--- config.mk ---
export PLATFORM = sky130hd
export DESIGN_NAME = rgb_pwm_driver
export DESIGN_NICKNAME = d
export VERILOG_FILES = /design/src/rtl/rgb_pwm_driver.sv
export SDC_FILE = /design/constraint.sdc
export NUM_CORES = 1
export LEC_CHECK = 0
export ABC_AREA = 1
export CAP_MARGIN = 10
export CORE_MARGIN = 2
export CORE_UTILIZATION = 49
export CTS_CLUSTER_DIAMETER = 30
export CTS_CLUSTER_SIZE = 24
export DETAILED_ROUTE_END_ITERATION = 6
export DONT_BUFFER_PORTS = 1
export HOLD_SLACK_MARGIN = 0.1
export PLACE_DENSITY = 0.6
export SLEW_MARGIN = 5
export SYNTH_ARGS = -nofsm -noshare
export SYNTH_HDL_FRONTEND = slang
export SYNTH_SLANG_ARGS = --single-unit
--- constraint.sdc ---
create_clock -name clk -period 1.9 [get_ports clk]
set_input_delay 0.38 -clock clk [delete_from_list [all_inputs] [get_ports clk]]
set_output_delay 0.38 -clock clk [all_outputs]
set_load 0.01 [all_outputs]
--- src/rtl/rgb_pwm_driver.sv ---
// Four-LED RGB PWM driver: 4-bit duty per channel over a 15-step period.
// The colour word is shadowed at period boundaries so pins never glitch mid-period.
module rgb_pwm_driver #(
    parameter int unsigned CLK_DIV = 390,
    parameter bit          INVERT  = 1'b0
) (
    input  logic        clk,
    input  logic        rst,
    input  logic [47:0] fullColor,
    input  logic        enable,
    output logic [3:0]  led_r,
    output logic [3:0]  led_g,
    output logic [3:0]  led_b,
    output logic        frame_start
);

    localparam int unsigned PRE_W    = (CLK_DIV > 1) ? $clog2(CLK_DIV) : 1;
    localparam logic [3:0]  PWM_LAST = 4'd14;

    logic [PRE_W-1:0] r_pre_cnt;
    logic [3:0]       r_pwm_cnt;
    logic [47:0]      r_shadow;
    logic             r_frame_start;
    logic [3:0]       r_led_r;
    logic [3:0]       r_led_g;
    logic [3:0]       r_led_b;

    logic             w_tick;
    logic [3:0]       w_on_r;
    logic [3:0]       w_on_g;
    logic [3:0]       w_on_b;

    assign w_tick = (r_pre_cnt == PRE_W'(CLK_DIV - 1));

    // Per-LED compare of the shadowed nibble against the current PWM step.
    always_comb begin
        // NOTE: every combinational output gets a default first so no path can infer a latch.
        w_on_r = '0;
        w_on_g = '0;
        w_on_b = '0;
        for (int k = 0; k < 4; k++) begin
            w_on_r[k] = enable & (r_shadow[12*k+8 +: 4] > r_pwm_cnt);
            w_on_g[k] = enable & (r_shadow[12*k+4 +: 4] > r_pwm_cnt);
            w_on_b[k] = enable & (r_shadow[12*k   +: 4] > r_pwm_cnt);
        end
    end

    // NOTE: all sequential state uses non-blocking assignments so every register
    // sees the pre-edge values of the others, which the one-clock pin latency relies on.
    always_ff @(posedge clk) begin
        if (rst) begin
            // NOTE: the shadow is reset (unlike a RAM) because LEDs must stay dark until the first load.
            r_pre_cnt     <= '0;
            r_pwm_cnt     <= '0;
            r_shadow      <= '0;
            r_frame_start <= 1'b0;
            r_led_r       <= {4{INVERT}};
            r_led_g       <= {4{INVERT}};
            r_led_b       <= {4{INVERT}};
        end else begin
            r_frame_start <= 1'b0;
            r_pre_cnt     <= w_tick ? '0 : r_pre_cnt + PRE_W'(1);

            if (w_tick) begin
                if (r_pwm_cnt == PWM_LAST) begin
                    r_pwm_cnt     <= '0;
                    r_shadow      <= fullColor;
                    r_frame_start <= 1'b1;
                end else begin
                    r_pwm_cnt <= r_pwm_cnt + 4'd1;
                end
            end

            r_led_r <= {4{INVERT}} ^ w_on_r;
            r_led_g <= {4{INVERT}} ^ w_on_g;
            r_led_b <= {4{INVERT}} ^ w_on_b;
        end
    end

    assign led_r       = r_led_r;
    assign led_g       = r_led_g;
    assign led_b       = r_led_b;
    assign frame_start = r_frame_start;

endmodule

==> out/metrics.cfg, run 1 <==
[outcome]
status=finished, final reports clean

[layout]
diodes=0
fin_area_um2=4257
drive_gt1_share_pct=4.577
layout.nets=665
layout-area-overhead-vs-synth_pct=9.248

[synthesis]
synth-seq-cells=74
synth.distinct_cells=19
synth_fp_nets=661
yosysMostFrequentCell=nor2_1
synthTopCellsByArea=dfxtp_1, ha_1, nor2_1
async_flop_share_pct=0
synth_cells=560
synth_enable_flop_cells=0
synth_top_area_cell=dfxtp_1
yosys_most_used_dff=dfxtp_1
synth_top_area_share_pct=38.02
syn_area_per_cell_um2=6.958
yosysWarningCount=0
seq_area_frac_synth_pct=38.02
synth_area_um2=3896
synth_commonest_cells=nor2_1, nand2_1, inv_1

[drt]
drc_errors=0
dr.pass1.iters=6
vias=3147
wl_per_cell_um=11.70
routed_wl_um=7839
initialDrtViolationCount=53
vias_per_cell=4.697
ant_nets=0

[floorplanning]
dieArea_um2=8681
core_area_um2=7727
ioPinCount=64
num_rows=32
initial_core_util_pct=50.42
die_w_um=93.17
die_y_um=93.17

[global_routing]
antenna_found_initial=0
grt_pass1_vias=3085
grt_remaining_overflow=0
grt_pass1_wl_um=13430
grt_max_degree=98
grt_usage_pct=19.62

[critical_path]
cp-start-kind=register
arrival_ps=1760
end_kind=register
critPathKind=register to register
crit_required_ps=2140
critical_path.max_fanout=97

[clock_network]
root_buffer=clkbuf_8
clkTransAtPathRegs_ps=80
cts_tree=yes
clock_latency_ps=350
cts_num_sinks=74
cts_made_buffers=9
cts_buffer_depth=2
post_cts_buffers=0
cts-htree-levels=3

[sta]
fin_skew_ps=7.287
hold_viol_final=0
setup_viol=0
period_needed_ps=1518
period_share_pct=79.89
tns_ps=0
worst_pin_slew_ps=421.0
drv_slew=0
max_freq_mhz=658.8
rsz0062_at_grt=false
relSlewSlack_pct=71.87

[min_path]
holdCritPathClass=primary input to register

[place]
port_buffers=0
dpl_cell_area_um2=4020
post-dp-hpwl_um=5317
gp_congestion=0.7460

[pwr]
switchingPower_uw=618.4
power_frac_seq_pct=52.2
p_int_uw=2371
p_comb_share_pct=1.5
switching_share_pct=20.68
p_per_area_nw_per_um2=702.4
ir_drop_uv=348.6
p_clk_share_pct=46.3
power_uw=2990
p_leak_uw=0.002316

[job]
drv_cap=0

==> stage by stage <==
step	utilization (%)	hold slack (ps)	cells	worst slack, ps
4_1_cts	55.08	153.3	670	361.0
3_3_place_gp	52.02	450.1	654	434.4
5_1_grt	55.08	161.3	670	258.3
3_5_place_dp	52.02	455.2	654	385.2
2_1_floorplan	-	433.7	560	514.2
6_report	55.08	162.3	670	382.0
==> cell type report <==
class                   count  area [µm²]
well taps                 102       127.6
repair buffers             10       102.6
inverters                  79       296.5
multi-input cells         390        2022
clock inverters             4       75.07
flip-flops and latches     74        1481
clock buffers              11       151.4
fillers                   764        3471
==> routing by layer <==
metal	vias up	wire, µm	share of wire [%]	global-route usage (%)
met4	0	146	1.9	8.824
met5	-	0	0	0
li1	1730	-	-	-
met2	56	3547	45	33.09
met1	1351	3734	48	23.82
met3	10	411	5.2	4.512
==> cell usage in the layout, fill, tap and decap left out <==
| master | count |
|---|---|
| buf_4 | 7 |
| inv_1 | 78 |
| nand3_1 | 14 |
| nor2_1 | 138 |
| nand3b_1 | 1 |
| o21ai_0 | 22 |
| buf_12 | 2 |
| dlygate4sd3_1 | 1 |
| nand4_1 | 3 |
| ha_1 | 50 |
| clkbuf_8 | 11 |
| a21oi_1 | 21 |
| bufinv_16 | 2 |
| inv_2 | 1 |
| clkinvlp_4 | 2 |
| xor2_1 | 1 |
| nand3_4 | 1 |
| nand2_1 | 128 |
| o21bai_1 | 2 |
| nor3_1 | 9 |
| dfxtp_1 | 74 |
==> flip-flops by register name (all words and copies together), names as in the netlist <==
register / cells
frame_start: 1
led_b: 4
led_g: 4
led_r: 4
r_pre_cnt: 9
r_pwm_cnt: 4
r_shadow: 48
==> kinds of logic after synthesis <==
| kind of cell | count (synthesis) | synth area share (%) |
|---|---|---|
| DFF | 74 | 38.02 |
| adders and majority gates | 50 | 16.06 |
| xor gates and xnor gates | 1 | 0.2248 |
| AOI/OAI and AO/OA | 45 | 5.909 |
| and+or+nand+nor | 294 | 29.51 |
| buffers and inverters | 96 | 10.28 |
==> power groups by stage <==
stage / clock network (µW) / registers [µW] / logic [µW]
after floorplan: 0 / 1600 / 31.8
after global placement: 0 / 1600 / 44.6
after detailed placement: 0 / 1600 / 44.8
after CTS: 1420 / 1560 / 46.9
after global routing: 1470 / 1560 / 51.3
final: 1380 / 1560 / 46.1
==> critical path, cell delays in order, from the launching register on <==
cell     delay (ps)
dfxtp_1         380
ha_1            160
nand2_1          50
nor2_1          210
nand3_4         100
buf_12          200
nor2_1          170
nor2_1           60
==> worst paths after layout <==
check,start,to,slack (ps),depth (start not counted)
worst max register to register,r_pre_cnt[0],r_shadow[10],380,7
worst min-delay path,fullColor[44],r_shadow[44],160,2
worst max-delay path,r_pre_cnt[0],r_shadow[10],380,7
worst min register to register,r_pre_cnt[0],r_pre_cnt[0],480,1
==> repair_timing <==
action                                 4_1_cts  5_1_grt
hold buffers                                 1        0
endpoints found under the hold margin        1        0
resized for setup                            0        0
No activity file was read; power rests on OpenSTA's default activity.
==> run 2: changes to the inputs <==
==> constraint.sdc (replaced) <==
create_clock -name clk -period 1.5 [get_ports clk]
set_input_delay 0.3 -clock clk [delete_from_list [all_inputs] [get_ports clk]]
set_output_delay 0.3 -clock clk [all_outputs]
set_load 0.01 [all_outputs]
==> run 2 against run 1 <==
  * Clock-buffer cell count unchanged
  * Cell count up 8.4%
  * Highest routed layer unchanged
  * Critical endpoint is now r_shadow[5]
  * Final area up 16%
  * Total power increased by 40%
  * Sequential cell count unchanged
  * Sequential power increased by 26%
  * Die area is the same
  * First-iteration DRC count rose by 110%
  * Core utilization grew 8.6 points
  * Setup slack worse by 290 ps
==> out/metrics.cfg, run 2 (synthesis results as in run 1) <==
[outcome]
status=finished, final reports clean

[layout]
layout-area-overhead-vs-synth_pct=26.40
final_cell_mix=nor2_1, nand2_1, inv_1
regMostFlops=r_shadow
layout.nets=720
largest_register_ffs=48
layout_commonest_cell=nor2_1
fin_util_pct=63.73
diodes=0
reg.largest.list=r_shadow: 48 flops, r_pre_cnt: 9 flops
drive_gt1_share_pct=8.013

[place]
port_buffers=0
post-dp-hpwl_um=5360
gp_congestion=0.7443

[clock_network]
cts_made_buffers=9
cts_num_sinks=74
cts_buffer_depth=2
clkTransAtPathRegs_ps=80
root_buffer=clkbuf_8
clock_latency_ps=340
cts-htree-levels=3
cts_tree=yes

[sta]
tns_ps=0
period_needed_ps=1403
setup_viol=0
drv_slew=0
hold_viol_final=0
max_freq_mhz=712.6
fin_skew_ps=6.623
period_share_pct=93.55
worst_pin_slew_ps=301.1
rsz0062_at_grt=true
hold_slack_ps=107.7
relSlewSlack_pct=79.92

[pwr]
switchingPower_uw=808.3
p_clk_share_pct=48.9
p_leak_uw=0.002607
switching_share_pct=19.26
ir_drop_uv=474.8
p_per_area_nw_per_um2=852.2
p_comb_share_pct=4.0
p_int_uw=3389
power_frac_seq_pct=47.0

[drt]
dr.pass1.iters=4
ant_nets=0
wl_per_cell_um=11.93
routed_wl_um=8659
drc_errors=0
initialDrtViolationCount=109
vias=3408
vias_per_cell=4.694

[global_routing]
antenna_found_initial=0
grt_remaining_overflow=0
grt_usage_pct=20.56
grt_pass1_vias=3164
grt_max_degree=77
grt_pass1_wl_um=14190

[critical_path]
critPathKind=register to register
critical_path.max_fanout=38
ff2ff_setup_slack_ps=100
arrival_ps=1680
cp-start-kind=register
crit_required_ps=1770
end_kind=register

[floorplanning]
dieArea_um2=8681
die_w_um=93.17
initial_core_util_pct=50.42
ioPinCount=64
core_area_um2=7727
die_y_um=93.17
num_rows=32

[job]
drv_cap=0

[min_path]
holdCritPathClass=primary input to register

## run 2: cell count changes in the layout (fill, tap and decap cells not counted), moves of 3 or more
cell / change
a21oi_2: +3
ha_4: +3
nor2_1: -5
dlygate4sd3_1: +45
nor2_2: +4
ha_1: -3
buf_4: +8
a21oi_1: -3
## run 2: worst max-delay path: stages, from the launching register on
cell and delay [ps]:
dfxtp_2 330, inv_1 50, ha_1 120, nand2_1 80
nor2_4 140, nand3_4 130, clkbuf_16 250, nand2_1 80
nand2_1 40, nor2_1 110
## run 2: what timing repair did
action / 4_1_cts / 5_1_grt
resized for setup: 0 / 18
endpoints found under the hold margin: 46 / 0
hold buffers: 46 / 0
setup endpoints to repair: 0 / 66
buffers inserted: 0 / 1
## run 2: cell type report
class	count	area, µm²
inverters	79	296.5
clock buffers	11	141.4
flip-flops and latches	74	1484
repair buffers	65	656.9
fillers	697	2803
well taps	102	127.6
multi-input cells	390	2093
clock inverters	5	125.1
## run 2: path summary, 6_finish.rpt
| check | from | end | cells past startpoint |
|---|---|---|---|
| max | r_pre_cnt[1] | r_shadow[5] | 9 |
| min | fullColor[42] | r_shadow[42] | 2 |
| max reg2reg | r_pre_cnt[1] | r_shadow[5] | 9 |
| min reg2reg | r_shadow[22] | r_shadow[22] | 4 |
## run 2: power groups by stage
stage                     registers, µW  clock network (µW)  logic, µW
final                              1970                2050        170
after global routing               1980                2190        183
after global placement             2020                   0       66.5
after floorplan                    2020                   0       40.2
after detailed placement           2020                   0       67.7
after CTS                          1970                2100        166
## run 2: per-layer routing
metal	wire [µm]	track usage (%)	vias up
li1	-	-	1848
met1	4184	25.19	1507
met2	4073	35.93	47
met3	317	4.674	6
met4	83	6.250	0
met5	0	0	-
## run 2: through the flow
stage / setup WS (ps) / power [µW] / std cells / cell area, µm²
after floorplan: 114.2 / 2061 / 560 / 3896
final: 96.75 / 4197 / 726 / 4925
after detailed placement: 69.99 / 2087 / 662 / 4080
after global routing: -33.41 / 4347 / 726 / 4925
after CTS: 43.00 / 4241 / 724 / 4807
after global placement: 95.87 / 2086 / 662 / 4080
==> run 3: changes to the inputs <==
--- a/config.mk
+++ b/config.mk
@@ -8,13 +8,13 @@
 export ABC_AREA = 1
 export CAP_MARGIN = 10
 export CORE_MARGIN = 2
-export CORE_UTILIZATION = 49
+export CORE_UTILIZATION = 32
 export CTS_CLUSTER_DIAMETER = 30
 export CTS_CLUSTER_SIZE = 24
 export DETAILED_ROUTE_END_ITERATION = 6
 export DONT_BUFFER_PORTS = 1
 export HOLD_SLACK_MARGIN = 0.1
-export PLACE_DENSITY = 0.6
+export PLACE_DENSITY = 0.42
 export SLEW_MARGIN = 5
 export SYNTH_ARGS = -nofsm -noshare
 export SYNTH_HDL_FRONTEND = slang
==> run 3 against run 2 <==
  * Clock-buffer cell count is 2 higher
  * Worst hold slack improved by 1.5 ps
  * Maximum frequency down 1.0%
  * First-iteration DRC count grew 0.92%
  * Total power is 2.4% lower
  * Final area increased by 1.5%
  * Critical path type unchanged
  * Highest routed layer unchanged
==> out/metrics.cfg, run 3 (synthesis results as in run 1) <==
[floorplanning]
initial_core_util_pct=32.57
ioPinCount=64
die_w_um=114.3
die_y_um=114.3
dieArea_um2=13070
core_area_um2=11960
num_rows=40

[critical_path]
r2r-start=r_pwm_cnt[2]
arrival_ps=1650
ff2ff_setup_slack_ps=80
r2r_end=r_shadow[45]
critical_path.max_fanout=13
crit_required_ps=1730
critPathKind=register to register
end_kind=register
rr_worst_depth=7
cp-start-kind=register
startpoint=r_pwm_cnt[2]

[sta]
relSlewSlack_pct=81.82
worst_pin_slew_ps=271.7
max_freq_mhz=705.3
setup_slack_ps=82.24
period_share_pct=94.52
hold_viol_final=0
drv_slew=0
fin_skew_ps=4.838
period_needed_ps=1418
setup_viol=0
tns_ps=0

[place]
post-dp-hpwl_um=5942
gp_congestion=0.7280
place_worst_setup_slack_ps=40.21
port_buffers=0

[layout]
multi_input_area_um2=2053
drive_gt1_share_pct=7.455
seq_area_um2=1483
final_cell_mix=nor2_1, nand2_1, inv_1
layout.nets=716
regMostFlops=r_shadow
fill_cells=1252
layout-area-overhead-vs-synth_pct=28.29
diodes=0
reg.largest.list=r_shadow: 48 flops, r_pre_cnt: 9 flops
layout_commonest_cell=nor2_1
largest_register_ffs=48

[drt]
wl_per_cell_um=12.57
vias=3386
drc_errors=0
dr.pass1.iters=4
initialDrtViolationCount=110
routed_wl_um=9607
vias_per_cell=4.432
ant_nets=0

[clock_network]
cts_num_sinks=74
cts_made_buffers=9
cts_tree=yes
clock_latency_ps=340
cts_buffer_depth=2
clkTransAtPathRegs_ps=60
cts-htree-levels=3
root_buffer=clkbuf_16

[min_path]
holdCritPathClass=primary input to register
whs_endpoint=r_shadow[31]
whs_path_depth=2
hp-start=fullColor[31]

[global_routing]
grt_pass1_vias=3114
antenna_found_initial=0
grt_max_degree=39
grt_pass1_wl_um=14800
grt_remaining_overflow=0
grt_usage_pct=14.61

[pwr]
p_per_area_nw_per_um2=819.7
ir_drop_uv=398.9
p_leak_uw=0.002642

[job]
drv_cap=0

[outcome]
status=finished, final reports clean

## run 3: changes by cell type in the layout (fill, tap and decap cells not counted), moves of 2 or more
cell,delta
buf_12,+7
dlygate4sd3_1,-10
ha_4,-3
bufinv_16,-4
nor3_1,-2
ha_1,+3
nor2_2,-3
clkbuf_16,+12
nor2_1,+3
buf_4,-3
nor3_2,+2
clkbuf_8,-8
## run 3: what timing repair did
item / CTS / global route
hold buffers: 36 / 0
resized for setup: 0 / 10
endpoints found under the hold margin: 36 / 0
endpoints found under the setup margin: 0 / 61
setup buffers: 0 / 1
## run 3: per-stage QoR
step,std cells,cell area (µm²),hold slack [ps],power (µW),utilization (%)
finish,764,4999,109.3,4098,41.79
global route,764,4999,109.5,4269,41.79
CTS,758,4835,100.2,4191,40.42
detailed placement,709,4214,375.1,2097,35.23
global placement,709,4214,373.9,2096,35.23
floorplan,560,3896,372.4,2061,-
## run 3: per-layer routing
metal  vias up  wire [µm]  share of wire [%]  GRT usage (%)
met5         -          0                  0              0
met1      1485       4569                 48          18.14
met3        12        478                5.0          4.288
met2        57       4394                 46          23.45
li1       1832          -                  -              -
met4         0        164                1.7          6.585
## run 3: layout make-up
type                            count  area share (%)
Sequential cell                    74           29.66
Tap cell                          147           3.680
Timing Repair Buffer               61           14.44
Multi-Input combinational cell    390           41.08
Inverter                           79           5.932
Clock buffer                       13           5.207
## run 3: worst max-delay path by stage
stage / to / slack (ps)
3_3_place_gp: r_shadow[45] / 60
2_1_floorplan: r_shadow[0] / 110
6_report: r_shadow[45] / 80
4_1_cts: r_shadow[45] / 20
3_5_place_dp: r_shadow[45] / 40
5_1_grt: r_shadow[33] / -6
## run 3: worst max-delay path: stages (launching register included)
cell and delay, ps:
dfxtp_2 330, nand2_1 90, nor2_1 260, nand3_4 110, buf_12 170, buf_12 150
nor2_1 130, nor2_1 60
## run 3: report_power, final
| group | leakage (µW) | total [µW] | internal (µW) | switching (µW) |
|---|---|---|---|---|
| clock | 0.000128 | 1970 | 1180 | 785 |
| combinational | 0.00192 | 153 | 88.4 | 64.1 |
| sequential | 0.000597 | 1980 | 1970 | 4.21 |
